<file path="config.mk">
export PLATFORM = sky130hd
export DESIGN_NAME = oled_spi_tx
export DESIGN_NICKNAME = d
export VERILOG_FILES = /design/src/rtl/oled_pkg.sv /design/src/rtl/sclk_phase_counter.sv /design/src/rtl/oled_spi_tx.sv
export SDC_FILE = /design/constraint.sdc
export NUM_CORES = 1
export LEC_CHECK = 0
export ABC_AREA = 1
export BUFFER_PORTS_ARGS = -buffer_cell sky130_fd_sc_hd__clkbuf_2
export CAP_MARGIN = 20
export CORE_MARGIN = 1.5
export CORE_UTILIZATION = 50
export DETAILED_ROUTE_END_ITERATION = 10
export PLACE_DENSITY = 0.71
export SKIP_CTS_REPAIR_TIMING = 1
export SLEW_MARGIN = 20
export SYNTH_ARGS = -nofsm -noshare
export SYNTH_HDL_FRONTEND = slang
export SYNTH_SLANG_ARGS = --single-unit
</file>
<file path="constraint.sdc">
create_clock -name basys_clk -period 3.4 [get_ports basys_clk]
set_input_delay 0.34 -clock basys_clk [delete_from_list [all_inputs] [get_ports basys_clk]]
set_output_delay 0.34 -clock basys_clk [all_outputs]
set_load 0.005 [all_outputs]
</file>
<file path="src/rtl/oled_pkg.sv">
// Shared definitions for the PmodOLEDrgb serial path: transmitter states,
// default SCLK half-period and D/C pin encodings.
package oled_pkg;

  typedef enum logic [2:0] {
    IDLE,
    SETUP,
    SHIFT_HI,
    SHIFT_LO,
    HOLD,
    GAP
  } oled_state_t;

  localparam int OLED_HALF_CYCLES_DEFAULT = 8;

  localparam logic OLED_CMD  = 1'b0;
  localparam logic OLED_DATA = 1'b1;

endpackage

</file>
<file path="src/rtl/sclk_phase_counter.sv">
// Half-period timer for the SPI clock: counts 0..HALF_CYCLES-1 while run is
// high and flags the final cycle of each half-period.
module sclk_phase_counter #(
  parameter int HALF_CYCLES = 8
) (
  input  logic basys_clk,
  input  logic reset,
  input  logic run,
  output logic last
);

  // A one-bit counter is kept for HALF_CYCLES=1 so the width never collapses to zero.
  localparam int W = (HALF_CYCLES > 1) ? $clog2(HALF_CYCLES) : 1;
  localparam logic [W-1:0] HC_MAX = W'(HALF_CYCLES - 1);

  logic [W-1:0] hc_q;
  logic [W-1:0] hc_d;

  always_comb begin
    hc_d = hc_q;
    if (!run || (hc_q == HC_MAX)) begin
      hc_d = '0;
    end else begin
      hc_d = hc_q + W'(1);
    end
  end

  always_ff @(posedge basys_clk) begin
    if (reset) begin
      hc_q <= '0;
    end else begin
      hc_q <= hc_d;
    end
  end

  assign last = run && (hc_q == HC_MAX);

endmodule

</file>
<file path="src/rtl/oled_spi_tx.sv">
// Byte-wide SPI mode-0 transmitter for the SSD1331 OLED: valid/ready byte
// input, MSB-first shift-out with internally generated SCLK.
module oled_spi_tx
  import oled_pkg::*;
#(
  parameter int HALF_CYCLES = OLED_HALF_CYCLES_DEFAULT
) (
  input  logic       basys_clk,
  input  logic       reset,
  input  logic [7:0] tx_data,
  input  logic       tx_dc,
  input  logic       tx_valid,
  output logic       tx_ready,
  output logic       tx_done,
  output logic       spi_cs_n,
  output logic       spi_sclk,
  output logic       spi_mosi,
  output logic       spi_dc
);

  oled_state_t state_q, state_d;
  logic [7:0]  sreg_q, sreg_d;
  logic [2:0]  idx_q, idx_d;
  logic        tx_ready_q, tx_ready_d;
  logic        tx_done_q, tx_done_d;
  logic        cs_n_q, cs_n_d;
  logic        sclk_q, sclk_d;
  logic        mosi_q, mosi_d;
  logic        dc_q, dc_d;
  logic        last;
  logic        accept;

  assign accept = tx_valid && tx_ready_q;

  sclk_phase_counter #(
    .HALF_CYCLES(HALF_CYCLES)
  ) u_phase (
    .basys_clk(basys_clk),
    .reset    (reset),
    .run      (state_q != IDLE),
    .last     (last)
  );

  always_ff @(posedge basys_clk) begin
    if (reset) begin
      state_q    <= IDLE;
      sreg_q     <= '0;
      idx_q      <= '0;
      tx_ready_q <= 1'b0;
      tx_done_q  <= 1'b0;
      cs_n_q     <= 1'b1;
      sclk_q     <= 1'b0;
      mosi_q     <= 1'b0;
      dc_q       <= OLED_CMD;
    end else begin
      state_q    <= state_d;
      sreg_q     <= sreg_d;
      idx_q      <= idx_d;
      tx_ready_q <= tx_ready_d;
      tx_done_q  <= tx_done_d;
      cs_n_q     <= cs_n_d;
      sclk_q     <= sclk_d;
      mosi_q     <= mosi_d;
      dc_q       <= dc_d;
    end
  end

  always_comb begin
    state_d = state_q;
    sreg_d  = sreg_q;
    idx_d   = idx_q;
    dc_d    = dc_q;
    unique case (state_q)
      IDLE: begin
        if (accept) begin
          state_d = SETUP;
          sreg_d  = tx_data;
          idx_d   = 3'd7;
          dc_d    = tx_dc;
        end
      end
      SETUP:    if (last) state_d = SHIFT_HI;
      SHIFT_HI: begin
        if (last) begin
          if (idx_q == 3'd0) begin
            state_d = HOLD;
          end else begin
            state_d = SHIFT_LO;
            idx_d   = idx_q - 3'd1;
          end
        end
      end
      SHIFT_LO: if (last) state_d = SHIFT_HI;
      HOLD:     if (last) state_d = GAP;
      GAP:      if (last) state_d = IDLE;
      default:  state_d = IDLE;
    endcase
  end

  // Pin values are decoded from the upcoming state so they switch on the same edge as the FSM.
  always_comb begin
    tx_ready_d = (state_d == IDLE);
    tx_done_d  = (state_d == GAP) && (state_q == HOLD);
    cs_n_d     = 1'b1;
    sclk_d     = (state_d == SHIFT_HI);
    mosi_d     = mosi_q;
    case (state_d)
      SETUP, SHIFT_HI, SHIFT_LO, HOLD: begin
        cs_n_d = 1'b0;
        mosi_d = sreg_d[idx_d];
      end
      default: ;
    endcase
  end

  assign tx_ready = tx_ready_q;
  assign tx_done  = tx_done_q;
  assign spi_cs_n = cs_n_q;
  assign spi_sclk = sclk_q;
  assign spi_mosi = mosi_q;
  assign spi_dc   = dc_q;

endmodule

</file>
Word level (Yosys, flattened, before mapping)
Cells that the tools add are included.
{"block": "word_totals", "ff_bits": 23, "latch_bits": 0, "ramBits": 0, "mem_bits_ro": 0, "input_bits": 12, "output_inout_bits": 6, "word_cells": 53, "n_memories": 0}
{"block": "op_classes", "n_addsub": 2, "mul": 0, "div": 0, "n_lt_le_gt_ge": 1, "n_eq_ne": 11, "shift": 0, "muxes": 16, "bitwise_logic": 0, "reduce_logical": 13}
{"op": "$mux W3", "count": 9}
{"op": "$mux W8", "count": 2}
{"op": "$eq A3 B3 Y1 const B", "count": 5}
{"op": "$pmux W3 S5", "count": 1}
{"op": "$eq A3 B2 Y1 const B", "count": 4}
{"op": "$logic_not A3 Y1", "count": 3}
{"op": "$eq A3 B1 Y1 const B", "count": 2}
{"op": "$pmux W3 S2", "count": 1}
{"op": "$lt A3 B4 Y1 const B", "count": 1}
{"op": "$reduce_or A2 Y1", "count": 2}
{"op": "$reduce_or A4 Y1", "count": 1}
{"op": "$add A3 B1 Y3 const B", "count": 1}
{"op": "$bmux W1 S3", "count": 1}
{"op": "$logic_and A1 B1 Y1", "count": 3}
{"op": "$reduce_bool A3 Y1", "count": 1}
{"op": "$sub A3 B1 Y3 const B", "count": 1}
{"op": "$mux W1", "count": 2}
{"op": "$reduce_and A2 Y1", "count": 1}
{"op": "$logic_not A1 Y1", "count": 1}
{"op": "$logic_or A1 B1 Y1", "count": 1}

Longest topological paths before layout
{"block": "logic_depth", "depth_word": 7, "mapped_depth": 14, "mapped_depth_nobuf": 14}

Modules after synthesis
A second synthesis with hierarchy kept.
{"block": "unflattened", "hier_cells": 167, "hier_area_um2": 1228.7}
{"mod": "oled_spi_tx", "n_inst": 1, "cells_per_inst": 152, "area_per_inst_um2": 1099.8, "seq_area_each_um2": 400.4}
{"mod": "sclk_phase_counter", "n_inst": 1, "cells_per_inst": 15, "area_per_inst_um2": 128.9, "seq_area_each_um2": 60.1}

Worst setup path before layout
Ideal clock, no wire load.
{"block": "synth_path", "path_kind": "register to register", "start": "reg u_phase.hc_q[0]", "end": "reg mosi_q, in the netlist spi_mosi", "setup_time_ps": 64, "t_arrival_ps": 1545, "required_time_ps": 3336, "path_slack_ps": 1792, "path_stages_with_launch": 12, "n_path_buf": 1, "synth_period_minus_slack_ps": 1608, "path_cell_list": "dfxtp_1 ha_1 ha_1 buf_2 o21a_1 a21oi_1 nand3_1 nor2_1 nor2_2 nand3_1 nand2_1 nor2_1"}
{"block": "synth_between", "elab_chain_cells": 6, "elab_cells_between_ends": 16, "classes_between": "eq/ne (5); mux (9); reduce/logical (2)"}
{"element": "start, declared", "line_no": "sclk_phase_counter.sv:16", "rtl": "logic [W-1:0] hc_q;"}
{"element": "start signal, assigned", "line_no": "sclk_phase_counter.sv:30", "rtl": "hc_q <= '0;"}
{"element": "start signal, assigned", "line_no": "sclk_phase_counter.sv:32", "rtl": "hc_q <= hc_d;"}
{"element": "$eq A3 B3 Y1 (*)", "line_no": "sclk_phase_counter.sv:36", "rtl": "assign last = run && (hc_q == HC_MAX);"}
{"element": "$logic_and A1 B1 Y1 (*)", "line_no": "sclk_phase_counter.sv:36"}
{"element": "$mux W3, on equally long branches"}
{"element": "$pmux W3 S2 or $pmux W3 S5 (tied branches)", "line_no": "oled_spi_tx.sv:73", "rtl": "unique case (state_q)"}
{"element": "$bmux W1 S3 (tied with other cells)", "line_no": "oled_spi_tx.sv:110", "rtl": "mosi_d = sreg_d[idx_d];"}
{"element": "$mux W1 (not written as such) or $reduce_or A4 Y1 (tied branches)", "line_no": "oled_spi_tx.sv:110, oled_spi_tx.sv:107"}
{"element": "end signal, assigned", "line_no": "oled_spi_tx.sv:63", "rtl": "mosi_q <= mosi_d;"}
{"element": "end, declared", "line_no": "oled_spi_tx.sv:28", "rtl": "logic mosi_q, mosi_d;"}
Every way passes the cells marked *; elsewhere a longest branch is shown, timed or not. The select of a mux whose other input is x is not followed.
A chain may end at the register's enable or synchronous reset.

Worst setup path in the final report
Ends and elaborated chain as after synthesis.

==> flow_metrics.py <==
metrics = {
    "routing": {
        "drt-total-wl_mm": 2.17,
        "drtIter0Drc": 20,
        "ant_nets": 0,
        "dr.pass1.iters": 4,
        "drc": 0,
        "vias_per_cell": 4.78,
        "route.vias.total": 1038,
        "wl_per_cell_um": 10.0,
    },
    "synthesis": {
        "synth_top_family_by_area": "simple AND/OR/NAND/NOR gates",
        "ys_types": 25,
        "ys_top_cells_by_area": "dfxtp_1, nand2_1, inv_1, nor2_1, nand3_1",
        "synth_seq_cells": 23,
        "yosysTopAreaCellShare_pct": 38.8,
        "synth.net_count": 188,
        "synthAdderAreaFrac_pct": 4.22,
        "yosys.area_share.simple_pct": 39.8,
        "synth_largest_area_cell": "dfxtp_1",
        "yosysWarningCount": 0,
        "synth_compound_area_share_pct": 6.01,
        "synthCells": 172,
        "postSynthAreaPerCell_um2": 6.90,
        "netlist_area_um2": 1190,
        "synthXorXnorAreaFrac_pct": 0,
        "seq_area_frac_synth_pct": 38.8,
        "synth.mux.area_fraction_pct": 0,
    },
    "sta": {
        "rsz0062_at_grt": "no",
        "setup_violations": 0,
        "post-route-period-util_pct": 53.7,
        "skew_ns": 0.00635,
        "tightest_slew_ns": 0.340,
        "post-route-min-period_ns": 1.83,
        "slew_violations": 0,
        "fmax_mhz": 548,
        "setup_slack_ns": 1.57,
        "relSlewSlack_pct": 77.3,
        "tns_ns": 0,
        "finalHoldViolations": 0,
    },
    "clocking": {
        "ctsRootBufferMaster": "clkbuf_4",
        "htreeDepth": 1,
        "cts_num_sinks": 23,
        "clk_latency_ns": 0.30,
        "cts.clk_slew.worst_paths_ns": 0.12,
        "cts_buffers": 3,
        "ctsLongestPathBuffers": 2,
        "cts_tree": "built",
    },
    "setup_path": {
        "cp_max_fo": 10,
        "end_kind": "flop",
        "cp.required_ns": 3.64,
        "startpoint_type": "flop",
        "crit_arrival_ns": 2.07,
        "crit_type": "flop to flop",
    },
    "min_path": {
        "hp-class": "input pin to flop",
    },
    "final_layout": {
        "syn_to_final_growth_pct": 10.3,
        "nets": 206,
        "fin_area_um2": 1310,
        "drive_gt1_share_pct": 16.9,
        "num_antenna_cells": 0,
    },
    "global_route": {
        "grt.total_usage_pct": 18.7,
        "antenna_found_initial": 0,
        "grt_overflow_total": 0,
        "grt_pass1_vias": 886,
        "grt_max_degree": 17,
        "grt_pass1_wl_mm": 3.71,
    },
    "die": {
        "start_util_pct": 53.1,
        "coreArea_um2": 2230,
        "rows": 17,
        "ios": 18,
        "die_area_um2": 2670,
        "die_w_um": 51.7,
        "die_h_um": 51.7,
    },
    "placed_design": {
        "gp_congestion": 0.803,
        "pre_cts_slack_ns": 1.59,
        "dp_hpwl_mm": 1.72,
        "dpl-instance-area_um2": 1280,
        "portBuffers": 17,
    },
    "job": {
        "maxCapViolations": 0,
    },
    "outcome": {
        "outcome": "completed",
    },
    "pwr": {
        "ir_drop_v": 0.000290,
        "p_leak_nw": 0.686,
        "p_per_area_nw_per_um2": 384,
    },
}
[where the power goes]
group | internal (W) | leakage [nW] | switching, W | total [W]
clock network | 0.0000457 | 0.0150 | 0.0000769 | 0.000123
registers | 0.000283 | 0.188 | 0.00000578 | 0.000289
logic | 0.0000347 | 0.483 | 0.0000558 | 0.0000905
[critical path: stages, from the launching register on]
cell	delay, ns
dfxtp_1	0.36
ha_1	0.15
ha_1	0.35
nand4_1	0.20
nand2_1	0.12
inv_1	0.04
nor2_1	0.14
nand3_1	0.10
nand2_1	0.07
nand2_1	0.05
nand3_1	0.07
nand2_1	0.05
nor2_1	0.08
[metal layers]
metal / global-route usage, % / part of all wire [%] / vias up
li1: - / - / 568
met1: 25.6 / 50 / 438
met5: 0 / 0 / -
met3: 3.45 / 5.0 / 2
met2: 29.3 / 44 / 30
met4: 6.58 / 0.74 / 0
[metrics by stage]
stage	total power [W]	util, %	hold slack [ns]	cells
3_5_place_dp	0.000386	57.4	0.429	213
5_1_grt	0.000536	58.6	0.282	217
4_1_cts	0.000509	58.6	0.241	217
6_report	0.000502	58.6	0.255	217
3_3_place_gp	0.000384	57.4	0.408	213
2_1_floorplan	0.000364	-	0.399	172
[state kept, by name (all words and copies together) (netlist names)]
| name | flops |
|---|---|
| sreg_q | 8 |
| idx_q | 3 |
| state_q | 3 |
| u_phase.hc_q | 3 |
| spi_cs_n | 1 |
| spi_dc | 1 |
| spi_mosi | 1 |
| spi_sclk | 1 |
| tx_done | 1 |
| tx_ready | 1 |
[layout by cell type, fill, tap and decap left out, types with 2 or more instances in the layout]
cell      netlist  routed
nand2_1        42      42
inv_1          28      28
nor2_1         23      23
dfxtp_1        23      23
clkbuf_2        0      17
nand3_1        16      16
nand4_1         6       6
o21ai_0         5       5
a21oi_1         5       5
ha_1            4       4
nand2_2         3       3
clkbuf_4        0       3
nor2_4          2       2
nand3_2         2       2
[area by class of cell]
type	instances	area, µm²
multi-input combinational	116	593
fill	215	925
tap	28	35.0
timing repair buffer	17	85.1
inverter	29	109
clock buffer	4	26.3
sequential	23	460
[final timing paths]
check | start | endpoint | slack, ns | cells after the start
hold reg to reg | u_phase.hc_q[0]$_SDFF_PP0_ | u_phase.hc_q[0]$_SDFF_PP0_ | 0.44 | 1
hold / removal | tx_dc | spi_dc$_SDFFE_PP0P_ | 0.25 | 3
setup / recovery | u_phase.hc_q[0]$_SDFF_PP0_ | spi_mosi$_SDFFE_PP0P_ | 1.57 | 12
setup reg to reg | u_phase.hc_q[0]$_SDFF_PP0_ | spi_mosi$_SDFFE_PP0P_ | 1.57 | 12
[synth_stat cells, drive strengths merged]
cell type and number:
a21oi 5, and3 1, buf 3, clkbuf 1, dfxtp 23, ha 4, inv 29, nand2 46
nand3 18, nand4 6, nor2 27, nor3 1, o21a 1, o21ai 7
[cells by family after synthesis]
| family | Yosys count |
|---|---|
| DFF | 23 |
| and+or+nand+nor | 99 |
| adders and majority gates | 4 |
| AOI/OAI and AO/OA | 13 |
| buffers and inverters | 33 |
No activity file was read; power rests on OpenSTA's default activity.
